==> src/rtl/comparator_table_loader_pkg.sv <==
// Shared definitions for the Tanimoto comparator threshold-table loader.
// Holds the 2-bit FSM state encoding and the entry/accumulator width
// expressions that the comparator wrapper also uses to size its BRAM port.
// Optional feature macro: CMP_LOADER_CFG_QUEUE_EN (1-deep pending start request).
package comparator_table_loader_pkg;

    // Loader FSM states
    localparam logic [1:0] ST_IDLE  = 2'd0;
    localparam logic [1:0] ST_DRAIN = 2'd1;
    localparam logic [1:0] ST_LOAD  = 2'd2;
    localparam logic [1:0] ST_DONE  = 2'd3;

    // A table entry must hold counts up to VECTOR_WIDTH, one bit wider than the address
    function automatic int entry_width(input int cnt_w);
        return cnt_w + 1;
    endfunction

    // Accumulator wide enough for VECTOR_WIDTH * K_max plus the ceil offset
    function automatic int acc_width(input int cnt_w, input int ratio_w);
        return cnt_w + ratio_w + 1;
    endfunction

endpackage

==> src/rtl/comparator_table_loader_threshold_accumulator.sv <==
// threshold_accumulator: multiplier-free generator of ceil(c*K/2^FRAC_W).
// The accumulator starts at 2^FRAC_W-1 so that a plain right shift yields the
// ceiling; each step adds K. The entry saturates at the all-ones value and the
// saturation is sticky until the next init.
// Optional feature macro (used by the top level): CMP_LOADER_CFG_QUEUE_EN.
module threshold_accumulator
    import comparator_table_loader_pkg::*;
#(
    parameter int CNT_WIDTH = 10,
    parameter int FRAC_W    = 12,
    parameter int RATIO_W   = 16
) (
    input  logic               clk,
    input  logic               init,
    input  logic               step,
    input  logic [RATIO_W-1:0] ratio,
    output logic [CNT_WIDTH:0] entry
);

    localparam int ACC_W   = acc_width(CNT_WIDTH, RATIO_W);
    localparam int ENTRY_W = entry_width(CNT_WIDTH);
    localparam int SH_W    = ACC_W - FRAC_W;
    localparam logic [ACC_W-1:0] CEIL_OFFSET = ACC_W'((1 << FRAC_W) - 1);

    logic [ACC_W-1:0] acc;
    logic             sat;
    logic [SH_W-1:0]  shifted;

    // True when the integer part no longer fits in an entry
    function automatic logic overflows(input logic [SH_W-1:0] s);
        return (s >> ENTRY_W) != '0;
    endfunction

    // Clamp the integer part to the largest representable entry
    function automatic logic [ENTRY_W-1:0] saturate(input logic [SH_W-1:0] s,
                                                    input logic sticky);
        if (sticky || overflows(s)) begin
            return {ENTRY_W{1'b1}};
        end
        return s[ENTRY_W-1:0];
    endfunction

    assign shifted = acc[ACC_W-1:FRAC_W];

    // Accumulate K once per written entry; init restarts the pass with the ceil offset
    always_ff @(posedge clk) begin
        if (init) begin
            acc <= CEIL_OFFSET;
            sat <= 1'b0;
        end else if (step) begin
            acc <= acc + ACC_W'(ratio);
            sat <= sat | overflows(shifted);
        end
    end

    assign entry = saturate(shifted, sat);

endmodule

==> src/rtl/comparator_table_loader.sv <==
// comparator_table_loader: fills the comparator's threshold RAM with
// entry[c] = ceil(c*K/2^FRAC_W), c = 0..VECTOR_WIDTH, and holds off the
// popcount datapath while the table is stale or being rewritten.
// FSM: IDLE -> DRAIN -> LOAD -> DONE -> IDLE.
// Optional feature macro: CMP_LOADER_CFG_QUEUE_EN
//   defined   : a start while busy is held in a 1-deep pending register (last
//               request wins) and launched directly from DONE.
//   undefined : a start while busy is ignored and sets o_CfgDropped.
module comparator_table_loader
    import comparator_table_loader_pkg::*;
#(
    parameter int VECTOR_WIDTH = 920,
    parameter int CNT_WIDTH    = $clog2(VECTOR_WIDTH),
    parameter int FRAC_W       = 12,
    parameter int RATIO_W      = 16,
    parameter int DRAIN_CYCLES = 2
) (
    input  logic                 clk,
    input  logic                 rst,
    input  logic                 i_CfgStart,
    input  logic [RATIO_W-1:0]   i_CfgRatio,
    output logic                 o_CfgBusy,
    output logic                 o_CfgDone,
    output logic                 o_CfgDropped,
    output logic                 o_TableValid,
    output logic [CNT_WIDTH-1:0] o_BRAM_Addr,
    output logic [CNT_WIDTH:0]   o_BRAM_Din,
    output logic                 o_BRAM_En,
    output logic                 o_BRAM_WrEn,
    input  logic                 i_DpValid,
    output logic                 o_DpReady,
    output logic                 o_DpValid
);

    localparam int ENTRY_W = entry_width(CNT_WIDTH);
    localparam int DRAIN_W = (DRAIN_CYCLES > 1) ? $clog2(DRAIN_CYCLES) : 1;
    localparam logic [CNT_WIDTH-1:0] LAST_ADDR  = CNT_WIDTH'(VECTOR_WIDTH);
    localparam logic [DRAIN_W-1:0]   LAST_DRAIN = DRAIN_W'(DRAIN_CYCLES - 1);

    logic [1:0]           state;
    logic [CNT_WIDTH-1:0] addr;
    logic [DRAIN_W-1:0]   drain_cnt;
    logic                 table_valid;
    logic                 dropped;
    logic                 busy;
    logic                 accept;
    logic [RATIO_W-1:0]   accept_ratio;
    logic [RATIO_W-1:0]   ratio_q;
    logic                 loading;
    logic [ENTRY_W-1:0]   entry;

    assign busy    = (state != ST_IDLE);
    assign loading = (state == ST_LOAD);

`ifdef CMP_LOADER_CFG_QUEUE_EN
    logic               pend_vld;
    logic [RATIO_W-1:0] pend_ratio;

    // A fresh start in DONE overrides an older pending one (last request wins)
    always_comb begin
        accept       = 1'b0;
        accept_ratio = i_CfgRatio;
        if (state == ST_IDLE) begin
            accept = i_CfgStart;
        end else if (state == ST_DONE) begin
            accept       = i_CfgStart | pend_vld;
            accept_ratio = i_CfgStart ? i_CfgRatio : pend_ratio;
        end
    end

    // Pending flag: set by a start during DRAIN/LOAD, consumed in DONE
    always_ff @(posedge clk) begin
        if (rst) begin
            pend_vld <= 1'b0;
        end else if (state == ST_DONE) begin
            pend_vld <= 1'b0;
        end else if (busy && i_CfgStart) begin
            pend_vld <= 1'b1;
        end
    end

    // Pending ratio tracks the most recent start seen during DRAIN/LOAD
    always_ff @(posedge clk) begin
        if (busy && (state != ST_DONE) && i_CfgStart) begin
            pend_ratio <= i_CfgRatio;
        end
    end

    assign dropped = 1'b0;
`else
    // Only an idle loader accepts a request
    always_comb begin
        accept       = (state == ST_IDLE) && i_CfgStart;
        accept_ratio = i_CfgRatio;
    end

    // Sticky record of a request that arrived while busy (DONE included)
    always_ff @(posedge clk) begin
        if (rst) begin
            dropped <= 1'b0;
        end else if (busy && i_CfgStart) begin
            dropped <= 1'b1;
        end
    end
`endif

    // Loader FSM: drain the datapath, write every entry once, then report completion
    always_ff @(posedge clk) begin
        if (rst) begin
            state       <= ST_IDLE;
            addr        <= '0;
            drain_cnt   <= '0;
            table_valid <= 1'b0;
        end else begin
            case (state)
                ST_IDLE: begin
                    if (accept) begin
                        state       <= ST_DRAIN;
                        drain_cnt   <= '0;
                        table_valid <= 1'b0;
                    end
                end
                ST_DRAIN: begin
                    if (drain_cnt == LAST_DRAIN) begin
                        state <= ST_LOAD;
                        addr  <= '0;
                    end else begin
                        drain_cnt <= drain_cnt + 1'b1;
                    end
                end
                ST_LOAD: begin
                    // Stop on the last entry so the address never wraps
                    if (addr == LAST_ADDR) begin
                        state <= ST_DONE;
                    end else begin
                        addr <= addr + 1'b1;
                    end
                end
                ST_DONE: begin
                    addr      <= '0;
                    drain_cnt <= '0;
                    if (accept) begin
                        // Back-to-back reload: the table goes stale again immediately
                        state       <= ST_DRAIN;
                        table_valid <= 1'b0;
                    end else begin
                        state       <= ST_IDLE;
                        table_valid <= 1'b1;
                    end
                end
                default: begin
                    state <= ST_IDLE;
                end
            endcase
        end
    end

    // Ratio for the pass, captured when the request is accepted
    always_ff @(posedge clk) begin
        if (accept) begin
            ratio_q <= accept_ratio;
        end
    end

    threshold_accumulator #(
        .CNT_WIDTH (CNT_WIDTH),
        .FRAC_W    (FRAC_W),
        .RATIO_W   (RATIO_W)
    ) u_acc (
        .clk   (clk),
        .init  (accept),
        .step  (loading),
        .ratio (ratio_q),
        .entry (entry)
    );

    assign o_CfgBusy    = busy;
    assign o_CfgDone    = (state == ST_DONE);
    assign o_CfgDropped = dropped;
    assign o_TableValid = table_valid;
    assign o_BRAM_Addr  = addr;
    assign o_BRAM_WrEn  = loading;
    assign o_BRAM_Din   = loading ? entry : '0;
    assign o_BRAM_En    = 1'b1;
    assign o_DpReady    = table_valid && (state == ST_IDLE);
    assign o_DpValid    = i_DpValid && o_DpReady;

endmodule

==> config.mk <==
export PLATFORM = sky130hd
export DESIGN_NAME = comparator_table_loader
export DESIGN_NICKNAME = d
export VERILOG_FILES = /design/src/rtl/comparator_table_loader_pkg.sv /design/src/rtl/comparator_table_loader_threshold_accumulator.sv /design/src/rtl/comparator_table_loader.sv
export SDC_FILE = /design/constraint.sdc
export NUM_CORES = 1
export LEC_CHECK = 0
export CORE_MARGIN = 2
export CORE_UTILIZATION = 26
export DETAILED_ROUTE_END_ITERATION = 6
export GPL_TIMING_DRIVEN = 1
export PLACE_DENSITY = 0.51
export SYNTH_ARGS = -nofsm -noshare
export SYNTH_HDL_FRONTEND = slang
export SYNTH_HIERARCHICAL = 1
export SYNTH_SLANG_ARGS = --single-unit
export TNS_END_PERCENT = 1
==> constraint.sdc <==
create_clock -name clk -period 3.15 [get_ports clk]
set_input_delay 0.315 -clock clk [delete_from_list [all_inputs] [get_ports clk]]
set_output_delay 0.315 -clock clk [all_outputs]
set_load 0.02 [all_outputs]
; Word-level counts from Yosys, hierarchy flattened
; Index checks and enable logic that the tools add are counted.
[word_totals]
register_bits = 59
input_bits = 20
out_inout_bits = 29
wordCells = 52
[op_classes]
add_sub_neg = 3
n_eq_ne = 8
muxes = 17
bitwise_logic = 1
n_reduce_logical = 15
[op_table]
columns = cell, n
row1 = $mux 11, 3
row2 = $pmux 10 s3, 1
row3 = $add 27x16->27, 1
row4 = $mux 10, 2
row5 = $reduce_bool 15->1, 1
row6 = $add 10x1->10 const B, 1
row7 = $eq 10x10->1 const B, 1
row8 = $pmux 2 s4, 1
row9 = $mux 2, 3
row10 = $ne 2x2->1 const B, 3
row11 = $reduce_and 3->1, 2
row12 = $reduce_bool 3->1, 2
row13 = $mux 1, 5
row14 = $eq 2x2->1 const B, 2
row15 = $logic_and 1x1->1, 4
row16 = $reduce_and 2->1, 2
row17 = $reduce_bool 2->1, 2
row18 = $pmux 1 s3, 1
row19 = $eq 2x1->1 const B, 1
row20 = $logic_not 2->1, 1
row21 = $ne 2x1->1 const B, 1
row22 = $pmux 1 s2, 1
row23 = $add 1x1->1 const B, 1
row24 = $logic_or 1x1->1, 1
row25 = $or 1x1->1, 1

; Longest topological paths before layout
[depth]
depth_word = 5
mapped_depth = 10
ltp_nobuf = 9

; Hierarchy
; The synthesis kept the hierarchy.
[by_module_without_submodules]
columns = mod, n_inst, cells_each, area_each_um2, seq_area_each_um2
row1 = threshold_accumulator, 1, 291, 2237.1, 560.5
row2 = comparator_table_loader, 1, 140, 1458.9, 780.7

; Worst setup path after synthesis
; Ideal clock, no wire load.
[synth_path]
path_type = flip-flop to flip-flop
startpoint = register ratio_q[0]
endpoint = register u_acc.acc[18]
setup_time_ns = 0.122
t_arrival_ns = 2.209
required_ns = 3.028
slack_ns = 0.819
stages_incl_launch_ff = 11
path_buffers = 1
cell_sequence = edfxtp_1 -> ha_1 -> inv_1 -> fa_1 -> and2b_1 -> o2111ai_1 -> a211oi_2 -> o221a_2 -> buf_6 -> mux2i_1 -> a311o_1
[synth_via]
elab_chain_len = 1
[synth_lines]
columns = element, line_no
row1 = start: declaration, comparator_table_loader.sv:48  ; logic [RATIO_W-1:0] ratio_q;
row2 = start signal: assignment, comparator_table_loader.sv:161  ; ratio_q <= accept_ratio;
row3 = $add 27x16->27, comparator_table_loader_threshold_accumulator.sv:51  ; acc <= acc + ACC_W'(ratio);
row4 = end signal: assignment, comparator_table_loader_threshold_accumulator.sv:51
row5 = end: declaration, comparator_table_loader_threshold_accumulator.sv:25  ; logic [ACC_W-1:0] acc;
; Every way passes these cells.
; A chain may end at the register's enable or synchronous reset.

; Worst setup path after layout
[layout_path]
startpoint = register u_acc.acc[24]
endpoint = output port o_BRAM_Din[2]
[layout_via]
elab_chain_len = 5
[layout_lines]
columns = element, line_no
row1 = $reduce_bool 15->1, comparator_table_loader_threshold_accumulator.sv:31  ; return (s >> ENTRY_W) != '0;
row2 = $logic_or 1x1->1, comparator_table_loader_threshold_accumulator.sv:37  ; if (sticky || overflows(s)) begin
row3 = $mux 1, comparator_table_loader_threshold_accumulator.sv:37
row4 = $mux 11, comparator_table_loader_threshold_accumulator.sv:40  ; return s[ENTRY_W-1:0];
row5 = via entry[2], comparator_table_loader.sv:50  ; logic [ENTRY_W-1:0] entry;
row6 = $mux 11, comparator_table_loader.sv:183  ; assign o_BRAM_Din = loading ? entry : '0;
row7 = end: declaration, comparator_table_loader.sv:27  ; output logic [CNT_WIDTH:0] o_BRAM_Din,
; The timed path passes the listed nets, and every way through them passes these cells.

==> flow_metrics.tcl <==
set metrics [dict create \
    tns_ns 0 \
    ys_ff_latch 59 \
    avgRoutedWirePerCell_um 13.8 \
    top_layer_used "met4" \
    netlist_area_um2 3700 \
    synth-simple-area-share_pct 26.2 \
    clock_latency_ns 0.33 \
    synth_compound_gate_area_share_pct 19.3 \
    vias_per_cell 5.06 \
    cts_max_level 3 \
    antenna_left 0 \
    finalWeightedCongestion 0.838 \
    io_pins 49 \
    worstMarginPinSlew_ns 0.503 \
    timing.rr.start "u_acc/acc[0]" \
    synth_area_per_cell_um2 8.58 \
    hold_violations 0 \
    clock-sinks 59 \
    maxCapViolations 0 \
    synth-xor-area-share_pct 3.32 \
    cts_tree "built" \
    hold_path_class "flop to flop" \
    cp.required_ns 2.83 \
    routed_wl_um 9110 \
    first_iter_violations 131 \
    reg2reg_slack_ns 0.57 \
    ctsResizeCount 0 \
    clk_pin_slew_ns 0.05 \
    worst-path-buf-inv 1 \
    switching_power_uw 1670 \
    placed_cell_area_um2 4370 \
    cts.path.max_buffers 2 \
    synthAdderAreaFrac_pct 8.33 \
    cp_slowest_cell "or4_1" \
    num_antenna_cells 0 \
    gr-total-overflow 0 \
    root_buffer "clkbuf_16" \
    relSlewSlack_pct 66.5 \
    numCtsBuffers 9 \
    post_cts_buffers 0 \
    p_seq_share_pct 25.5 \
    place_hpwl_um 6640 \
    path_class "flop to output pin" \
    status "finished clean" \
    clock_power_share_pct 27.4 \
    multiInputGateArea_um2 2170 \
    syn2layout_area_growth_pct 28.1 \
    finClkSkew_ns 0.00639 \
    ff_latch_area_um2 1340 \
    fmax_mhz 364 \
    netSwitchingFraction_pct 39.3 \
    r2r_end "u_acc/acc[18]" \
    wl_met1_um 4330 \
    grt_max_degree 23 \
    power_density_nw_per_um2 897 \
    hold_start "u_acc/acc[11]" \
    grt_pass1_wl_um 15300 \
    synthMuxAreaShare_pct 1.39 \
    critPathMaxStageDelay_ns 0.67 \
    die_x_um 123 \
    grt_use_total_pct 12.9 \
    leakage_uw 0.00172 \
    nNetsFinal 521 \
    wl_met3_um 392 \
    start_util_pct 26.6 \
    grt_antenna_before_repair 0 \
    cts_hold_buffers 0 \
    crit_fanout 12 \
    synth-seq-area-share_pct 36.3 \
    synth_top_family_by_area "simple AND/OR/NAND/NOR gates" \
    die-area_um2 15200 \
    post-route-util_pct 34.1 \
    fin_crit_sh_pct 87.3 \
    hold_end "u_acc/acc[11]" \
    cp-end-kind "output pin" \
    slew_viol_final 0 \
    p_int_uw 2580 \
    crit_chain "or4_1, or3_1, and2_1, clkdlybuf4s50_1" \
    rsz0062_at_grt "no" \
    first_pass_iters 5 \
    synth-edff-count 16 \
    reg2regPathDepth 9 \
    setup_violations 0 \
    yosys_warnings 6 \
    die_h_um 123 \
    synthArstFlopShare_pct 0 \
    crit_path_start_kind "flop" \
    yosys_most_used_dff "dfxtp_1" \
    rows 43 \
    first_global_vias 3247 \
    synth_cell_type_count 67 \
    whs_path_depth 2 \
    drive_gt1_share_pct 7.47 \
    wl_met2_um 4200 \
    coreArea_um2 13900 \
    syn_inst 431 \
    fin_crit_ns 2.75 \
    vias 3350 \
    fin_area_um2 4740 \
    worstPathArrival_ns 2.43 \
    comb_power_share_pct 47.1 \
    portBuffers 47 \
    cp_top_family "simple AND/OR/NAND/NOR gates" \
    drc 0 \
    n_fill_cell 1445 \
    ir_worst_vdd_uv 466 \
    syn-num-nets 475 \
]
power by group through the flow:
stage,registers [uW],clock network [uW],logic (uW)
after CTS,1080,1190,2020
after floorplan,1050,0,1470
after detailed placement,1100,0,2010
after global placement,1090,0,2000
after global routing,1110,1230,2250
final,1080,1160,2000
final cells by class:
cell class,instances,share of cell area (%)
flip-flops and latches,59,28.3
inverters,23,1.82
clock buffers,13,6.87
well taps,180,4.76
clock inverters,3,0.925
multi-input cells,327,45.8
repair buffers,57,11.5
through the flow:
step / hold slack [ns] / power (uW) / cells / setup WS, ns
global placement: 0.454 / 3090 / 646 / 0.619
floorplan: 0.414 / 2520 / 431 / 0.819
CTS: 0.479 / 4290 / 662 / 0.388
detailed placement: 0.465 / 3100 / 646 / 0.572
finish: 0.473 / 4250 / 662 / 0.400
global route: 0.504 / 4580 / 662 / 0.319
how the worst max path moves through the flow:
stage	startpoint	slack [ns]	depth (start not counted)	end
floorplan	ratio_q[0]	0.82	10	u_acc/acc[18]
global placement	ratio_q[0]	0.62	9	u_acc/acc[18]
detailed placement	u_acc/acc[0]	0.57	9	u_acc/acc[18]
CTS	u_acc/acc[24]	0.39	4	o_BRAM_Din[2]
global route	u_acc/acc[24]	0.32	4	o_BRAM_Din[4]
finish	u_acc/acc[24]	0.40	4	o_BRAM_Din[2]
synthesized netlist by cell type (all sizes together) (2+ instances only):
cell type / count / area (um2)
a2111oi: 2 / 18.8
a211o: 2 / 17.5
a211oi: 10 / 80.1
a21o: 3 / 22.5
a21oi: 28 / 144
a311o: 2 / 20.0
a311oi: 4 / 35.0
a31oi: 4 / 25.0
and2: 15 / 93.8
and3: 6 / 37.5
and4: 7 / 61.3
buf: 8 / 47.5
clkbuf: 14 / 53.8
dfxtp: 43 / 861
edfxtp: 16 / 480
ha: 23 / 288
inv: 22 / 82.6
mux2i: 4 / 40.0
nand2: 38 / 143
nand2b: 5 / 31.3
nand3: 24 / 120
nand4: 9 / 56.3
nand4b: 2 / 17.5
nor2: 26 / 100
nor2b: 6 / 37.5
nor3: 6 / 30.0
nor4: 8 / 50.1
o211ai: 10 / 75.1
o21a: 4 / 30.0
o21ai: 17 / 85.1
o22ai: 3 / 18.8
o311ai: 3 / 26.3
o32ai: 3 / 26.3
or3: 16 / 105
or4: 5 / 37.5
xnor2: 8 / 70.1
xor2: 6 / 52.6
metal layers:
metal | vias to the layer above | global-route usage, %
met1 | 1585 | 16.5
li1 | 1695 | -
met5 | - | 0
met4 | 0 | 5.68
met2 | 57 | 20.2
met3 | 13 | 3.60
worst min-delay path: cells and delay by family, from the launching register on:
family | cells | cell delay (ns)
simple gates | 1 | 0.05
flops | 1 | 0.33
compound gates | 1 | 0.06
state kept, by name, indices dropped and copies added (netlist names):
name and count:
o_TableValid 1, u_acc/acc 27, ratio_q 16, u_acc/sat 1, state 2, o_BRAM_Addr 10
drain_cnt 1, o_CfgDropped 1
cell families after synthesis:
kind of cell	Yosys count
and+or+nand+nor	179
AOI/OAI and AO/OA	104
DFF	59
buffers and inverters	45
adders and majority gates	24
xor gates and xnor gates	14
muxes	5
other	1
cells in the final DEF (no fill, tap or decap), types with 2 or more instances in the layout:
| cell type | instances |
|---|---|
| a211o_1 | 2 |
| a211oi_1 | 9 |
| a21o_1 | 3 |
| a21oi_1 | 27 |
| a311o_1 | 2 |
| a311oi_1 | 4 |
| a31oi_1 | 4 |
| and2_1 | 14 |
| and3_1 | 6 |
| and4_1 | 7 |
| buf_4 | 10 |
| clkbuf_16 | 13 |
| clkdlybuf4s50_1 | 47 |
| dfxtp_1 | 43 |
| edfxtp_1 | 16 |
| ha_1 | 23 |
| inv_1 | 21 |
| mux2i_1 | 4 |
| nand2_1 | 38 |
| nand2b_1 | 5 |
| nand3_1 | 24 |
| nand4_1 | 9 |
| nand4b_1 | 2 |
| nor2_1 | 25 |
| nor2b_1 | 6 |
| nor3_1 | 6 |
| nor4_1 | 8 |
| o211ai_1 | 10 |
| o21a_1 | 4 |
| o21ai_0 | 17 |
| o22ai_1 | 3 |
| o311ai_0 | 2 |
| o32ai_1 | 3 |
| or3_1 | 15 |
| or4_1 | 5 |
| xnor2_1 | 8 |
| xor2_1 | 6 |
(Power assumes the default switching activity.)
